File: src/rtl/comm_pkg.sv
// Shared serial-link definitions: FSM state encoding, line levels and default
// framing constants used by both the transmit and receive stages.
package comm_pkg;

   typedef enum logic [2:0] {
      ST_IDLE   = 3'd0,
      ST_START  = 3'd1,
      ST_DATA   = 3'd2,
      ST_PARITY = 3'd3,
      ST_STOP   = 3'd4
   } tx_state_t;

   localparam logic IDLE_LEVEL  = 1'b1;
   localparam logic START_LEVEL = 1'b0;

   localparam int unsigned DEF_OVERSAMPLE = 16;
   localparam int unsigned DEF_DATA_BITS  = 8;

   // Width of a down-counter able to hold values 0..n-1, never narrower than 1.
   function automatic int unsigned idx_width(input int unsigned n);
      return (n > 1) ? $clog2(n) : 1;
   endfunction

endpackage

File: src/rtl/transmit_comm_bit_timer.sv
// bit_timer: free-running OVERSAMPLE sample counter with synchronous clear;
// bit_tick marks the last sample of each serial bit period.
module bit_timer
   import comm_pkg::*;
#(
   parameter int unsigned OVERSAMPLE = DEF_OVERSAMPLE
) (
   input  logic clk,
   input  logic reset,
   input  logic clear,
   input  logic enable,
   output logic bit_tick
);

   localparam int unsigned CW = idx_width(OVERSAMPLE);

   logic [CW-1:0] count_q;

   // OVERSAMPLE is a power of two, so the natural binary wrap gives the modulo.
   always_ff @(posedge clk or posedge reset) begin
      if (reset)
         count_q <= '0;
      else if (clear)
         count_q <= '0;
      else if (enable)
         count_q <= count_q + 1'b1;
   end

   assign bit_tick = enable && (count_q == CW'(OVERSAMPLE - 1));

endmodule

File: src/rtl/transmit_comm.sv
// transmit_comm: parallel-to-serial UART-style transmitter, start bit, MSB-first
// data, optional even parity (define TX_PARITY_EN), STOP_BITS stop bits.
module transmit_comm
   import comm_pkg::*;
#(
   parameter int unsigned DATA_BITS  = DEF_DATA_BITS,
   parameter int unsigned OVERSAMPLE = DEF_OVERSAMPLE,
   parameter int unsigned STOP_BITS  = 1
) (
   input  logic                 clk,
   input  logic                 reset,
   input  logic [DATA_BITS-1:0] parallel_in,
   input  logic                 load,
   output logic                 ready,
   output logic                 serial_out,
   output logic                 char_sent,
   output logic                 busy
);

   localparam int unsigned IW = idx_width((DATA_BITS > STOP_BITS) ? DATA_BITS : STOP_BITS);

   tx_state_t              state_q, state_d;
   logic [DATA_BITS-1:0]   shreg_q, shreg_d;
   logic [IW-1:0]          idx_q, idx_d;
   logic                   serial_q, serial_d;
   logic                   char_sent_q, char_sent_d;
   logic                   accept;
   logic                   bit_tick;
`ifdef TX_PARITY_EN
   logic                   parity_q, parity_d;
`endif

   assign ready      = (state_q == ST_IDLE);
   assign busy       = ~ready;
   assign accept     = load && ready;
   assign serial_out = serial_q;
   assign char_sent  = char_sent_q;

   bit_timer #(
      .OVERSAMPLE (OVERSAMPLE)
   ) u_bit_timer (
      .clk      (clk),
      .reset    (reset),
      .clear    (accept),
      .enable   (busy),
      .bit_tick (bit_tick)
   );

   always_ff @(posedge clk or posedge reset) begin
      if (reset) begin
         state_q     <= ST_IDLE;
         shreg_q     <= '0;
         idx_q       <= '0;
         serial_q    <= IDLE_LEVEL;
         char_sent_q <= 1'b0;
`ifdef TX_PARITY_EN
         parity_q    <= 1'b0;
`endif
      end else begin
         state_q     <= state_d;
         shreg_q     <= shreg_d;
         idx_q       <= idx_d;
         serial_q    <= serial_d;
         char_sent_q <= char_sent_d;
`ifdef TX_PARITY_EN
         parity_q    <= parity_d;
`endif
      end
   end

   always_comb begin
      state_d     = state_q;
      shreg_d     = shreg_q;
      idx_d       = idx_q;
      char_sent_d = 1'b0;
`ifdef TX_PARITY_EN
      parity_d    = parity_q;
`endif

      case (state_q)
         ST_IDLE: begin
            if (accept) begin
               state_d = ST_START;
               shreg_d = parallel_in;
               idx_d   = '0;
`ifdef TX_PARITY_EN
               parity_d = ^parallel_in;
`endif
            end
         end
         ST_START: begin
            if (bit_tick) begin
               state_d = ST_DATA;
               idx_d   = IW'(DATA_BITS - 1);
            end
         end
         ST_DATA: begin
            if (bit_tick) begin
               shreg_d = shreg_q << 1;
               if (idx_q == '0) begin
`ifdef TX_PARITY_EN
                  state_d = ST_PARITY;
`else
                  state_d = ST_STOP;
                  idx_d   = IW'(STOP_BITS - 1);
`endif
               end else begin
                  idx_d = idx_q - 1'b1;
               end
            end
         end
`ifdef TX_PARITY_EN
         ST_PARITY: begin
            if (bit_tick) begin
               state_d = ST_STOP;
               idx_d   = IW'(STOP_BITS - 1);
            end
         end
`endif
         ST_STOP: begin
            if (bit_tick) begin
               if (idx_q == '0) begin
                  state_d     = ST_IDLE;
                  char_sent_d = 1'b1;
               end else begin
                  idx_d = idx_q - 1'b1;
               end
            end
         end
         default: state_d = ST_IDLE;
      endcase
   end

   // Line level is decoded from the next state so the register changes on the
   // same edge as the FSM, giving a glitch-free output aligned to state.
   always_comb begin
      serial_d = IDLE_LEVEL;
      case (state_d)
         ST_START:  serial_d = START_LEVEL;
         ST_DATA:   serial_d = shreg_d[DATA_BITS-1];
`ifdef TX_PARITY_EN
         ST_PARITY: serial_d = parity_d;
`endif
         default:   serial_d = IDLE_LEVEL;
      endcase
   end

endmodule

File: config.mk
export PLATFORM = sky130hd
export DESIGN_NAME = transmit_comm
export DESIGN_NICKNAME = d
export VERILOG_FILES = /design/src/rtl/comm_pkg.sv /design/src/rtl/transmit_comm_bit_timer.sv /design/src/rtl/transmit_comm.sv
export SDC_FILE = /design/constraint.sdc
export NUM_CORES = 1
export LEC_CHECK = 0
export BUFFER_PORTS_ARGS = -buffer_cell sky130_fd_sc_hd__buf_2
export CORE_MARGIN = 5
export CORE_UTILIZATION = 55
export CTS_BUF_LIST = sky130_fd_sc_hd__clkbuf_8
export CTS_CLUSTER_DIAMETER = 200
export DETAILED_ROUTE_END_ITERATION = 6
export PLACE_DENSITY = 0.77
export SLEW_MARGIN = 25
export SYNTH_ARGS = -nofsm -noshare
export SYNTH_HDL_FRONTEND = slang
export SYNTH_SLANG_ARGS = --single-unit
export TNS_END_PERCENT = 5
File: constraint.sdc
create_clock -name clk -period 4.5 [get_ports clk]
set_clock_uncertainty 0.05 [all_clocks]
set_input_delay 0 -clock clk [delete_from_list [all_inputs] [get_ports clk]]
set_output_delay 0 -clock clk [all_outputs]
set_load 0.02 [all_outputs]
# Word-level counts from Yosys, hierarchy flattened
# Index checks and enable logic that the tools add are counted.
totals:
  elab_cells: 52
  reg_bits: 20
  out_inout_bits: 4
  in_bits: 11
classes:
  reduce_logical: 8
  n_eq_ne: 11
  n_bitwise: 1
  add_sub_neg: 2
  mux: 23
op_table:
  columns: ["operator", "n"]
  rows:
  - ["2-to-1 mux 3 bit", 12]
  - ["case mux 3 bit (4 select lines)", 2]
  - ["2-to-1 mux 8 bit", 2]
  - ["case mux 8 bit (2 select lines)", 1]
  - ["2-to-1 mux 4 bit", 2]
  - ["!= test 2 bit, second input constant", 4]
  - ["== test 3 x 1 -> 1 bit, second input constant", 2]
  - ["== test 3 x 2 -> 1 bit, second input constant", 2]
  - ["zero test 3 bit", 2]
  - ["AND reduction 6 bit", 1]
  - ["adder 4 x 1 -> 4 bit, second input constant", 1]
  - ["== test 4 bit, second input constant", 1]
  - ["nonzero test 4 bit", 1]
  - ["== test 3 bit, second input constant", 1]
  - ["2-to-1 mux 1 bit", 3]
  - ["AND reduction 3 bit", 1]
  - ["subtractor 3 x 1 -> 3 bit, second input constant", 1]
  - ["logical AND 1 bit", 2]
  - ["!= test 2 x 1 -> 1 bit, second input constant", 1]
  - ["case mux 1 bit (2 select lines)", 1]
  - ["nonzero test 2 bit", 1]
  - ["inverter 1 bit", 1]

# Longest topological paths before layout
# Gate-level depths: netlist of the first run.
logic_depth:
  depth_word: 7
  depth_mapped: 7
  mapped_depth_nobuf: 6

# By module
# Synthesis of the first run repeated with hierarchy kept, for this count alone.
unflattened:
  cells_unflattened: 115
  area_unflattened_um2: 1167.4
modules_own_cells:
  columns: ["module", "area_each_um2", "seq_area_each_um2", "n_inst", "cells_each"]
  rows:
  - ["transmit_comm", 935.9, 401.6, 1, 96]
  - ["bit_timer", 231.5, 100.1, 1, 19]

# Worst setup path before layout of the first run
# Ideal clock, no wire load.
synth_timing:
  path_type: "flip-flop to flip-flop"
  from: "register u_bit_timer.count_q[0]"
  to: "register idx_q[2]"
  path_buffers: 0
  arrival_ns: 1.551
  t_required_ns: 4.325
  setup_slack_ns: 2.774
  synth_period_minus_slack_ns: 1.726
  stages_incl_launch_ff: 6
  setup_time_ns: 0.125
  cell_sequence: "dfrtp_1 -> ha_1 -> and3_1 -> a31oi_1 -> o221ai_4 -> mux2_4"
synth_between:
  elab_chain_len: 4
  elab_cells_between_ends: 6
  cone_classes: "eq/ne (4); reduce/logical (2)"
synth_rtl:
  columns: ["element", "line_no", "rtl"]
  rows:
  - ["start, declared", "transmit_comm_bit_timer.sv:17", "logic [CW-1:0] count_q;"]
  - ["start signal, assigned", "transmit_comm_bit_timer.sv:26", "count_q <= count_q + 1'b1;"]
  - ["== test 4 bit *", "transmit_comm_bit_timer.sv:29", "assign bit_tick = enable && (count_q == CW'(OVERSAMPLE - 1));"]
  - ["logical AND 1 bit *", "transmit_comm_bit_timer.sv:29", null]
  - ["!= test 2 bit (no line)", null, null]
  - ["AND reduction 6 bit (no line) *", null, null]
  - ["end signal, assigned", "transmit_comm.sv:62", "idx_q <= idx_d;"]
  - ["end, declared", "transmit_comm.sv:24", "logic [IW-1:0] idx_q, idx_d;"]
# Every way passes the cells marked *; elsewhere a longest branch is shown, timed or not.
# A chain may end at the register's enable or synchronous reset.

# Final worst setup path of the first run
layout_timing:
  from: "register state_q[0]"
  to: "register idx_q[2]"
layout_between:
  elab_chain_len: 5
  elab_cells_between_ends: 15
  cone_classes: "eq/ne (8); mux (1); bitwise (1); reduce/logical (5)"
layout_rtl:
  columns: ["element", "line_no", "rtl"]
  rows:
  - ["start, declared", "transmit_comm.sv:22", "tx_state_t state_q, state_d;"]
  - ["start signal, assigned", "transmit_comm.sv:60", "state_q <= state_d;"]
  - ["zero test 3 bit", "transmit_comm.sv:33, transmit_comm.sv:80", null]
  - ["inverter 1 bit", "transmit_comm.sv:34", "assign busy = ~ready;"]
  - ["logical AND 1 bit", "transmit_comm_bit_timer.sv:29", null]
  - ["!= test 2 bit (no line)", null, null]
  - ["AND reduction 6 bit (no line)", null, null]
# Several ways; a longest one is shown, not always the timed one.

==> results.txt, run 1 <==
----------------------------------------------------
[Status]
  Result of the run ... completed

[Route]
  Avg Vias per Cell ... 5.431
  Overall via count from detail_route ... 831
  Routed wirelength normalized by instance count ... 13.64 um
  Remaining design rule violation count ... 0
  Final wirelength ... 2087 um
  Antenna Nets Post-Route ... 0
  Number of optimization iterations in the first detailed-route pass ... 4
  DRC violation total after the first TritonRoute iteration ... 19

[Global route]
  Antenna violations before repair ... 0
  Global router's overall resource usage ... 17.43%
  Sum of overflow across all layers after global routing ... 0
  Via count of the first global-routing pass ... 808
  Wire length of the first global-routing pass ... 3663 um
  Largest net degree at the start of global routing ... 21

[Logic synthesis]
  Post-synth EDFFs ... 0
  Synthesis warning total ... 0
  Leading area contributor after synthesis ... sky130_fd_sc_hd__dfrtp_1
  Fraction of the yosys area taken by sequential cells ... 46.04%
  Synthesized netlist cell count ... 105
  Post-synth cell types ... 39
  Most repeated cell in the gate-level netlist after synthesis ... sky130_fd_sc_hd__dfrtp_1
  Async set-reset flop share out of synthesis ... 100.0%
  Mean Syn Cell Area ... 10.38 um2
  Post-synthesis register bit count ... 20
  Cell types with the largest area share after synthesis ... sky130_fd_sc_hd__dfrtp_1 (44%), sky130_fd_sc_hd__nand2_1 (5.9%), sky130_fd_sc_hd__a22oi_1 (4.1%)
  Area share of the leading cell type in the synthesized netlist ... 43.63%
  Post-Syn Area ... 0.001090 mm2
  Most instantiated flip-flop cell in the synthesis netlist ... sky130_fd_sc_hd__dfrtp_1
  Leading post-synthesis cells by instance count ... sky130_fd_sc_hd__dfrtp_1 (19), sky130_fd_sc_hd__nand2_1 (17), sky130_fd_sc_hd__a22oi_1 (6), sky130_fd_sc_hd__nor2_1 (5)
  Synth Net Count ... 119

[Floorplan]
  Core region area ... 0.001922 mm2
  Die Width ... 54.52 um
  Starting Density ... 56.71%
  Die footprint ... 0.002972 mm2
  Die Ht ... 54.52 um
  Count of standard-cell rows ... 16
  Top Ports ... 15

[Placement]
  Port bufs ... 14
  Total half-perimeter wirelength after legalization and detailed placement ... 1420 um
  Final RePlAce weighted congestion ... 0.8660
  Pre-CTS setup slack ... 2.643 ns

[Timing]
  Hold violation total from the final report ... 0
  Max Slew Vio Count ... 0
  Worst-margin pin slew ... 0.7336 ns
  Worst slew margin ... 51.04%
  RSZ-0062 raised after global routing ... false
  Maximum clock frequency ... 528.3 MHz
  Share of the clock period used by the worst path after layout ... 42.06%
  PnR worst setup slack ... 2.607 ns
  Sum Neg Setup Slack ... 0 ns
  Final setup violation count ... 0
  Min cycle time layout ... 1.893 ns

[Setup path]
  Startpoint of the worst setup timing path ... state_q[0]
  Crit Path Max Fanout ... 10
  R2R Path End ... idx_q[2]
  Worst reg2reg startpoint ... state_q[0]
  Capture point of the worst path ... idx_q[2]
  R2R depth ... 4
  Classification of the worst setup path ... reg -> reg
  CP Launch Type ... flop
  Slack of the worst reg-to-reg path ... 2.61 ns
  Critical Path End Type ... flop
  Worst endpoint data arrival time ... 1.98 ns
  Data required time at the worst endpoint ... 4.59 ns

[Pwr]
  Combinational share of power ... 36.1%
  Proportion of total power due to net switching ... 36.05%
  Clock network fraction of total power ... 22.5%
  Internal portion of total power ... 497.5 uW
  Total power per unit cell area ... 592.7 mW/mm2
  Flop pwr share ... 41.3%
  VDD IR max ... 0.3389 mV
  LEAKAGE ... 0.0006074 uW
  Sw power ... 280.5 uW

[Final layout]
  Layout filler cell count ... 154
  Ant diodes ... 0
  Net count, final ... 141
  Proportion of layout cells with a drive suffix above 1 ... 22.22%
  Final core area utilization ... 68.29%
  Synth-to-layout area growth ... 20.44%

[Worst hold path]
  Hold Crit Depth ... 4
  Min-delay worst type ... in -> reg

[Clock network]
  Number of buffers on the longest clock path ... 2
  Buffer cell driving the clock tree root ... sky130_fd_sc_hd__clkbuf_8
  Setup fix buffers added after clock tree synthesis ... 0
  TritonCTS clock tree ... built
  Number of cells upsized or downsized after cts ... 0
  Number of buffers inserted by hold repair at cts ... 8
  CTS sink count ... 20
  # H-tree levels ... 1
  Later-pin clock latency in the skew report ... 0.25 ns
  Clock-pin slew on the worst setup and hold paths ... 0.07 ns
  Clock buffers created by TritonCTS ... 3

[Job]
  MaxCap Viol Count ... 0

----------------------------------------------------
cells by family (layout without fill, tap and decap cells):
kind of cell	after synthesis	in the layout	synth area share (%)
multiplexers	4	4	4.133
buffers and inverters	11	32	5.510
flip-flops	20	20	46.04
AO/OA/AOI/OAI	25	25	19.40
XOR/XNOR	1	1	0.8038
adder cells (fa/ha/maj)	3	3	3.445
AND/OR/NAND/NOR	41	41	20.67
worst min-delay path by stage:
stage | to | startpoint | slack, ns
2_1_floorplan | char_sent | reset | -0.09
3_3_place_gp | idx_q[2] | reset | 0.10
3_5_place_dp | idx_q[2] | reset | 0.12
4_1_cts | shreg_q[7] | parallel_in[7] | 0.01
5_1_grt | u_bit_timer.count_q[1] | load | 0.05
6_report | shreg_q[7] | parallel_in[7] | 0.01
sequential cells by signal (all words and copies together) (netlist names):
register and cells:
char_sent 1, idx_q 3, serial_out 1, shreg_q 8
state_q 3, u_bit_timer.count_q 4
power groups by stage:
| stage | sequential [uW] | combinational [uW] | clock, uW |
|---|---|---|---|
| global route | 333 | 322 | 187 |
| finish | 322 | 281 | 175 |
| floorplan | 298 | 244 | 0 |
| detailed placement | 321 | 275 | 0 |
| global placement | 319 | 268 | 0 |
| CTS | 319 | 283 | 180 |
area by class of cell:
type	instances	area, um2	share of cell area, %
inverter	6	27.53	2.097
clock buffer	3	41.29	3.146
tap	27	33.78	2.574
sequential	20	501.7	38.23
timing repair buffer	22	150.1	11.44
multi-input combinational	74	528.0	40.23
clock inverter	1	30.03	2.288
per-layer routing:
layer  track usage [%]  wire, um
met2             28.49      1013
met5                 0         0
met3             4.905       103
met4             2.490         7
met1             23.45       963
per-stage QoR:
stage	total power, uW	hold slack, ns	area [um2]	std cells
2_1_floorplan	542.4	-0.08691	1090	105
3_3_place_gp	586.9	0.1021	1161	141
3_5_place_dp	595.8	0.1171	1161	141
4_1_cts	781.3	0.01387	1313	153
5_1_grt	841.7	0.04659	1313	153
6_report	778.0	0.01449	1313	153
cells in the final DEF (no fill, tap or decap), types with 2 or more instances in the layout:
master / Yosys / routed
sky130_fd_sc_hd__a21oi_1: 4 / 4
sky130_fd_sc_hd__a22oi_1: 6 / 6
sky130_fd_sc_hd__and3_1: 3 / 3
sky130_fd_sc_hd__buf_2: 2 / 14
sky130_fd_sc_hd__clkbuf_8: 0 / 3
sky130_fd_sc_hd__dfrtp_1: 19 / 19
sky130_fd_sc_hd__dlygate4sd3_1: 0 / 8
sky130_fd_sc_hd__ha_1: 3 / 3
sky130_fd_sc_hd__inv_1: 4 / 4
sky130_fd_sc_hd__mux2i_1: 3 / 3
sky130_fd_sc_hd__nand2_1: 17 / 17
sky130_fd_sc_hd__nand3_1: 3 / 3
sky130_fd_sc_hd__nor2_1: 5 / 5
sky130_fd_sc_hd__nor2b_1: 3 / 3
sky130_fd_sc_hd__o21ai_1: 4 / 4
sky130_fd_sc_hd__o31a_1: 2 / 2
sky130_fd_sc_hd__o31ai_1: 2 / 2
sky130_fd_sc_hd__or3_1: 2 / 2
critical path, cell delays in order, from the launching register on:
cell and delay [ns]:
sky130_fd_sc_hd__dfrtp_1 0.65, sky130_fd_sc_hd__inv_6 0.08, sky130_fd_sc_hd__or3_4 0.44, sky130_fd_sc_hd__o221ai_4 0.24
sky130_fd_sc_hd__mux2_4 0.32
Note: power is estimated with default switching activity, not from simulation.
==> inputs of run 2 (changes only) <==
clock period = 1.8 ns   (was 4.5 ns; I/O delays follow)
==> run 2 against run 1 <==
Against the previous run:
- flip-flop and latch count is the same
- critical path depth is 1 higher
- utilization grew 2.5 points
- worst setup slack worse by 2.5 ns
- wire length is 4.0% higher
- hold slack improved by 0.0056 ns
- highest routed layer unchanged
==> results.txt, run 2 (synthesized netlist as in run 1, its figures left out) <==
----------------------------------------------------
[Setup path]
  CP Launch Type ... flop
  Classification of the worst setup path ... reg -> reg
  Data required time at the worst endpoint ... 1.90 ns (-2.69 ns)
  Cell with the largest stage delay on the worst path ... sky130_fd_sc_hd__dfrtp_1
  Worst reg2reg startpoint ... u_bit_timer.count_q[0]
  Ordered list of cells on the worst path ... ha_1, and3_2, a31oi_2, o221ai_4, mux2_4
  Slowest Stage Delay on Critical Path ... 0.41 ns (-0.24 ns)
  Crit Path Max Fanout ... 5 (-5)
  Critical Path End Type ... flop
  R2R Path End ... idx_q[2]
  R2R depth ... 5 (+1)
  Slack of the worst reg-to-reg path ... 0.08 ns (-2.53 ns)
  Worst endpoint data arrival time ... 1.82 ns (-0.16 ns)

[Status]
  Result of the run ... completed

[Final layout]
  Ant diodes ... 0 (unchanged)
  Synth-to-layout area growth ... 24.80%
  Final core area utilization ... 70.77% (+2.5 points)
  Regs by FF count ... shreg_q (8), u_bit_timer.count_q (4)
  Commonest non-fill, non-tap cells in the layout ... sky130_fd_sc_hd__dfrtp_1 (19), sky130_fd_sc_hd__nand2_1 (17), sky130_fd_sc_hd__buf_2 (14)
  Non-filler instance count after layout ... 161 (+5.2%)
  Net count, final ... 149 (+5.7%)
  Register name with the most flops ... shreg_q
  Layout filler cell count ... 157 (+1.9%)
  Most common cell after layout, fill and taps aside ... sky130_fd_sc_hd__dfrtp_1
  Proportion of layout cells with a drive suffix above 1 ... 28.36% (+6.1 points)
  Max FFs per register ... 8 (unchanged)

[Global route]
  Antenna violations before repair ... 0 (unchanged)
  Wire length of the first global-routing pass ... 3788 um (+3.4%)
  Via count of the first global-routing pass ... 872 (+7.9%)
  Global router's overall resource usage ... 17.93% (+0.50 points)
  Sum of overflow across all layers after global routing ... 0 (unchanged)
  Largest net degree at the start of global routing ... 21 (unchanged)

[Route]
  Remaining design rule violation count ... 0 (unchanged)
  Final wirelength ... 2171 um (+4.0%)
  Highest routed layer ... met4
  Detail Route met2 WL ... 1146 um (+13%)
  Number of optimization iterations in the first detailed-route pass ... 4 (unchanged)
  Antenna Nets Post-Route ... 0 (unchanged)
  DRC violation total after the first TritonRoute iteration ... 28 (+9)
  Wl on met1 ... 961 um (-0.21%)
  Routed wirelength normalized by instance count ... 13.48 um (-1.1%)
  Overall via count from detail_route ... 874 (+5.2%)
  Avg Vias per Cell ... 5.429 (about the same)
  Routed length on met3 ... 54 um (-48%)

[Job]
  MaxCap Viol Count ... 0 (unchanged)

[Clock network]
  Clock-pin slew on the worst setup and hold paths ... 0.07 ns (about the same)
  Clock buffers created by TritonCTS ... 3 (unchanged)
  # H-tree levels ... 1 (unchanged)
  Number of buffers on the longest clock path ... 2 (unchanged)
  Buffer cell driving the clock tree root ... sky130_fd_sc_hd__clkbuf_8
  TritonCTS clock tree ... built
  Setup fix buffers added after clock tree synthesis ... 0 (unchanged)
  CTS sink count ... 20 (unchanged)
  Later-pin clock latency in the skew report ... 0.26 ns (about the same)

[Timing]
  Sum Neg Setup Slack ... 0 ns (unchanged)
  Min cycle time layout ... 1.719 ns (-0.1734 ns)
  Final setup violation count ... 0 (unchanged)
  RSZ-0062 raised after global routing ... false
  Max Slew Vio Count ... 0 (unchanged)
  Share of the clock period used by the worst path after layout ... 95.52% (+53 points)
  Worst slew margin ... 50.89% (-0.15 points)
  Worst-margin pin slew ... 0.7359 ns (+0.002212 ns)
  Hold violation total from the final report ... 0 (unchanged)
  Maximum clock frequency ... 581.6 MHz (+10%)

[Pwr]
  Power, Total ... 1860 uW (+140%)
  Total power per unit cell area ... 1368 mW/mm2 (+130%)
  LEAKAGE ... 0.0006365 uW (+4.8%)
  VDD IR max ... 1.037 mV (+210%)

[Floorplan]
  Die Width ... 54.52 um (unchanged)
  Die footprint ... 0.002972 mm2 (unchanged)
  Core region area ... 0.001922 mm2 (unchanged)
  Starting Density ... 56.71% (unchanged)
  Die Ht ... 54.52 um (unchanged)
  Count of standard-cell rows ... 16 (unchanged)
  Top Ports ... 15 (unchanged)

[Worst hold path]
  Min-delay worst type ... in -> reg
  Worst hold path startpoint ... parallel_in[7]
  Worst min-delay path endpoint ... shreg_q[7]
  Hold Crit Depth ... 4 (unchanged)

[Placement]
  Total half-perimeter wirelength after legalization and detailed placement ... 1524 um (+7.3%)
  Port bufs ... 14 (unchanged)
  Instance count after placement with tap cells included ... 149 (+5.7%)
  Final RePlAce weighted congestion ... 0.8445 (-2.5%)

----------------------------------------------------
run 2: worst max path at each step:
stage	start	to	slack, ns	depth (start not counted)
floorplan	u_bit_timer.count_q[0]	idx_q[2]	0.07	5
global placement	u_bit_timer.count_q[0]	idx_q[2]	0.09	5
detailed placement	u_bit_timer.count_q[0]	idx_q[2]	0.04	5
CTS	u_bit_timer.count_q[0]	idx_q[2]	0.02	5
global route	u_bit_timer.count_q[0]	idx_q[1]	0.005	6
finish	u_bit_timer.count_q[0]	idx_q[2]	0.08	5
run 2: power breakdown:
group	internal, uW	switching [uW]	total (uW)
sequential	640	134	774
combinational	364	429	793
clock	152	141	293
total	1160	705	1860
run 2: per-stage QoR:
step | hold WS, ns | setup slack (ns) | cell area (um2)
after floorplan | -0.08691 | 0.07419 | 1090
after global placement | 0.1010 | 0.09463 | 1221
after detailed placement | 0.1132 | 0.03517 | 1221
after CTS | 0.005144 | 0.02429 | 1346
after global routing | 0.01694 | 0.005116 | 1360
final | 0.02006 | 0.08064 | 1360
run 2: final cells by class:
cell class | count | area, um2 | share of cell area (%)
flip-flops and latches | 20 | 501.7 | 36.89
clock buffers | 3 | 41.29 | 3.036
well taps | 27 | 33.78 | 2.484
clock inverters | 1 | 3.754 | 0.2760
repair buffers | 30 | 210.2 | 15.46
inverters | 6 | 27.53 | 2.024
multi-input cells | 74 | 541.8 | 39.83
run 2: routing by layer:
layer  vias up  global-route usage [%]
li1        431                       -
met1       424                   21.65
met2        17                   30.48
met3         2                   2.725
met4         0                   9.544
met5         -                       0
run 2: worst max-delay path: cells and delay by family, from the launching register on:
| kind | cells | cell delay [ns] |
|---|---|---|
| flops | 1 | 0.41 |
| compound gates | 2 | 0.35 |
| mux | 1 | 0.30 |
| fa+ha+maj | 1 | 0.25 |
| simple gates | 1 | 0.25 |
run 2: what timing repair did:
item / 4_1_cts / 5_1_grt
setup endpoints to repair: 0 / 5
endpoints found under the hold margin: 26 / 0
hold buffers: 8 / 0
gates resized for setup: 0 / 5
==> inputs of run 3 (changes only) <==
ABC_AREA = 1   (was unset)
CELL_PAD_IN_SITES_DETAIL_PLACEMENT = 0   (was unset)
CELL_PAD_IN_SITES_GLOBAL_PLACEMENT = 1   (was unset)
CORE_UTILIZATION = 44   (was 55)
PLACE_DENSITY = unset   (was 0.77)
PLACE_DENSITY_LB_ADDON = 0.1   (was unset)
==> run 3 against run 2 <==
Against the previous run:
- synthesized cell count grew 30%
- area after synthesis up 5.9%
- flip-flop and latch count is the same
- highest routed layer unchanged
- largest power group unchanged
- largest cell class unchanged
- clock power grew 49%
==> results.txt, run 3 <==
----------------------------------------------------
[Setup path]
  Most used cell along the critical path ... sky130_fd_sc_hd__nand2_1
  Startpoint of the worst setup timing path ... u_bit_timer.count_q[0]
  Classification of the worst setup path ... reg -> reg
  Data required time at the worst endpoint ... 1.89 ns (about the same)
  Count of buffering cells on the critical path with inverters included ... 1 (+1)
  Largest delay contributor family on the critical path ... simple AND/OR/NAND/NOR gates
  Capture point of the worst path ... idx_q[0]
  Crit Path Max Fanout ... 5 (unchanged)
  R2R Path End ... idx_q[0]
  Worst endpoint data arrival time ... 1.58 ns (-0.24 ns)
  Worst reg2reg startpoint ... u_bit_timer.count_q[0]
  CP Launch Type ... flop
  Ordered list of cells on the worst path ... ha_1, nand2_1, nor2_4, nand2_1, nand2_1, nand2_2, inv_2, nand2_1, nand2_1, nand2_1
  R2R depth ... 10 (+5)
  Slack of the worst reg-to-reg path ... 0.31 ns (+0.23 ns)
  WP depth ... 10 (+5)
  Cell with the largest stage delay on the worst path ... sky130_fd_sc_hd__dfrtp_1
  Slowest Stage Delay on Critical Path ... 0.39 ns (-0.02 ns)
  Critical Path End Type ... flop

[Final layout]
  Max FFs per register ... 8 (unchanged)
  Synth-to-layout area growth ... 22.45%
  Net count, final ... 178 (+19%)
  Regs by FF count ... shreg_q (8), u_bit_timer.count_q (4)
  Register name with the most flops ... shreg_q
  Final core area utilization ... 56.51% (-14 points)
  Most common cell after layout, fill and taps aside ... sky130_fd_sc_hd__nand2_1
  Proportion of layout cells with a drive suffix above 1 ... 26.99% (-1.4 points)
  Commonest non-fill, non-tap cells in the layout ... sky130_fd_sc_hd__nand2_1 (46), sky130_fd_sc_hd__dfrtp_1 (19), sky130_fd_sc_hd__inv_1 (16)
  Ant diodes ... 0 (unchanged)

[Global route]
  Via count of the first global-routing pass ... 882 (+1.1%)
  Largest net degree at the start of global routing ... 21 (unchanged)
  Antenna violations before repair ... 0 (unchanged)
  Sum of overflow across all layers after global routing ... 0 (unchanged)
  Wire length of the first global-routing pass ... 3926 um (+3.6%)
  Global router's overall resource usage ... 14.32% (-3.6 points)

[Floorplan]
  Core region area ... 0.002500 mm2 (+30%)
  Die Width ... 61.21 um (+12%)
  Die Ht ... 61.21 um (+12%)
  Die footprint ... 0.003746 mm2 (+26%)
  Top Ports ... 15 (unchanged)
  Count of standard-cell rows ... 18 (+2)
  Starting Density ... 46.15% (-11 points)

[Pwr]
  LEAKAGE ... 0.0007590 uW (+19%)
  Power, Total ... 2119 uW (+14%)
  Total power per unit cell area ... 1500 mW/mm2 (+9.6%)
  VDD IR max ... 0.8037 mV (-23%)

[Timing]
  Maximum clock frequency ... 672.4 MHz (+16%)
  Worst-margin pin slew ... 0.7749 ns (+0.03908 ns)
  Min cycle time layout ... 1.487 ns (-0.2322 ns)
  Worst slew margin ... 48.28% (-2.6 points)
  Final setup violation count ... 0 (unchanged)
  Max Slew Vio Count ... 0 (unchanged)
  Worst hold slack after final layout ... 0.04031 ns (+0.02025 ns)
  PnR worst setup slack ... 0.3129 ns (+0.2322 ns)
  RSZ-0062 raised after global routing ... false
  Sum Neg Setup Slack ... 0 ns (unchanged)
  Share of the clock period used by the worst path after layout ... 82.62% (-13 points)
  Hold violation total from the final report ... 0 (unchanged)

[Placement]
  Final RePlAce weighted congestion ... 0.8025 (-5.0%)
  Port bufs ... 14 (unchanged)
  Total half-perimeter wirelength after legalization and detailed placement ... 1726 um (+13%)
  Pre-CTS setup slack ... 0.3178 ns (+0.2826 ns)

[Logic synthesis]
  Most instantiated flip-flop cell in the synthesis netlist ... sky130_fd_sc_hd__dfrtp_1
  Fraction of the yosys area taken by sequential cells ... 43.49% (-2.5 points)
  Cell types with the largest area share after synthesis ... sky130_fd_sc_hd__dfrtp_1 (41%), sky130_fd_sc_hd__nand2_1 (15%), sky130_fd_sc_hd__nand3_2 (6.1%)
  Synthesized netlist cell count ... 137 (+30%)
  Most repeated cell in the gate-level netlist after synthesis ... sky130_fd_sc_hd__nand2_1
  Async set-reset flop share out of synthesis ... 100.0% (unchanged)
  Mean Syn Cell Area ... 8.420 um2 (-19%)
  Leading area contributor after synthesis ... sky130_fd_sc_hd__dfrtp_1
  Leading post-synthesis cells by instance count ... sky130_fd_sc_hd__nand2_1 (46), sky130_fd_sc_hd__dfrtp_1 (19), sky130_fd_sc_hd__inv_1 (16), sky130_fd_sc_hd__nor2_1 (8), sky130_fd_sc_hd__nand3_2 (7)
  Post-synth cell types ... 23 (-41%)
  Post-Syn Area ... 0.001154 mm2 (+5.9%)
  Post-synth EDFFs ... 0 (unchanged)
  Synth Net Count ... 151 (+27%)
  Area share of the leading cell type in the synthesized netlist ... 41.21% (-2.4 points)
  Synthesis warning total ... 0 (unchanged)
  Post-synthesis register bit count ... 20 (unchanged)

[Clock network]
  CTS sink count ... 20 (unchanged)
  Number of buffers inserted by hold repair at cts ... 8 (unchanged)
  Buffer cell driving the clock tree root ... sky130_fd_sc_hd__clkbuf_8
  Clock-pin slew on the worst setup and hold paths ... 0.07 ns (about the same)
  # H-tree levels ... 1 (unchanged)
  Number of cells upsized or downsized after cts ... 0 (unchanged)
  TritonCTS clock tree ... built
  Setup fix buffers added after clock tree synthesis ... 0 (unchanged)
  Clock buffers created by TritonCTS ... 3 (unchanged)
  Later-pin clock latency in the skew report ... 0.25 ns (about the same)
  Number of buffers on the longest clock path ... 2 (unchanged)

[Route]
  Antenna Nets Post-Route ... 0 (unchanged)
  Number of optimization iterations in the first detailed-route pass ... 4 (unchanged)
  Avg Vias per Cell ... 4.813 (-11%)
  Overall via count from detail_route ... 929 (+6.3%)
  Remaining design rule violation count ... 0 (unchanged)
  Final wirelength ... 2276 um (+4.8%)
  DRC violation total after the first TritonRoute iteration ... 43 (+54%)
  Routed wirelength normalized by instance count ... 11.79 um (-13%)

[Job]
  MaxCap Viol Count ... 0 (unchanged)

[Status]
  Result of the run ... completed

[Worst hold path]
  Min-delay worst type ... in -> reg

----------------------------------------------------
==> run 3: changes by cell type after synthesis, sizes merged, moves of 4 or more <==
cell | previous run | this run
inv | 6 | 22
buf | 4 | 0
nand2 | 17 | 51
nand3 | 3 | 12
nor2 | 5 | 12
nor2b | 4 | 0
==> run 3: area by class of cell <==
| type | count | area, um2 |
|---|---|---|
| Clock inverter | 1 | 30.03 |
| Fill cell | 242 | 1087 |
| Clock buffer | 3 | 41.29 |
| Sequential cell | 20 | 501.7 |
| Timing Repair Buffer | 22 | 150.1 |
| Tap cell | 30 | 37.54 |
| Inverter | 22 | 85.08 |
| Multi-Input combinational cell | 95 | 566.8 |
==> run 3: kinds of logic after synthesis <==
kind of cell | count (synthesis) | share of synthesized area, %
buffers and inverters | 22 | 7.376
XOR/XNOR | 1 | 0.7594
adder cells (fa/ha/maj) | 3 | 3.254
flip-flops | 20 | 43.49
AND/OR/NAND/NOR | 76 | 36.77
AO/OA/AOI/OAI | 15 | 8.351
==> run 3: worst register-to-register path, cell delays in order (launching register included) <==
cell and delay [ns]:
sky130_fd_sc_hd__dfrtp_1 0.39, sky130_fd_sc_hd__ha_1 0.24, sky130_fd_sc_hd__nand2_1 0.12, sky130_fd_sc_hd__nor2_4 0.15
sky130_fd_sc_hd__nand2_1 0.06, sky130_fd_sc_hd__nand2_1 0.07, sky130_fd_sc_hd__nand2_2 0.08, sky130_fd_sc_hd__inv_2 0.05
sky130_fd_sc_hd__nand2_1 0.07, sky130_fd_sc_hd__nand2_1 0.06, sky130_fd_sc_hd__nand2_1 0.05
==> run 3: metrics by stage <==
step / std cells / area, um2
global placement: 181 / 1261
finish: 193 / 1413
detailed placement: 181 / 1261
CTS: 193 / 1413
floorplan: 137 / 1154
global route: 193 / 1413
==> run 3: worst min-delay path by stage <==
stage / startpoint / to / slack [ns] / depth (start not counted)
final: parallel_in[7] / shreg_q[7] / 0.04 / 5
after detailed placement: reset / idx_q[2] / 0.14 / 2
after CTS: parallel_in[7] / shreg_q[7] / 0.04 / 5
after global routing: load / u_bit_timer.count_q[0] / 0.09 / 4
after global placement: reset / shreg_q[0] / 0.12 / 2
after floorplan: reset / char_sent / -0.09 / 1
==> run 3: routing by layer <==
metal	global-route usage, %	vias up	part of all wire (%)
met5	0	-	0
met4	5.573	0	0.57
met3	2.725	2	4.5
met2	22.81	15	49
met1	19.19	429	46
li1	-	483	-
==> run 3: power by group <==
| group | switching, uW | leakage [uW] | internal [uW] |
|---|---|---|---|
| logic | 564 | 0.000473 | 319 |
| registers | 152 | 0.000250 | 645 |
| clock network | 142 | 0.0000357 | 296 |
| total | 857 | 0.000759 | 1260 |
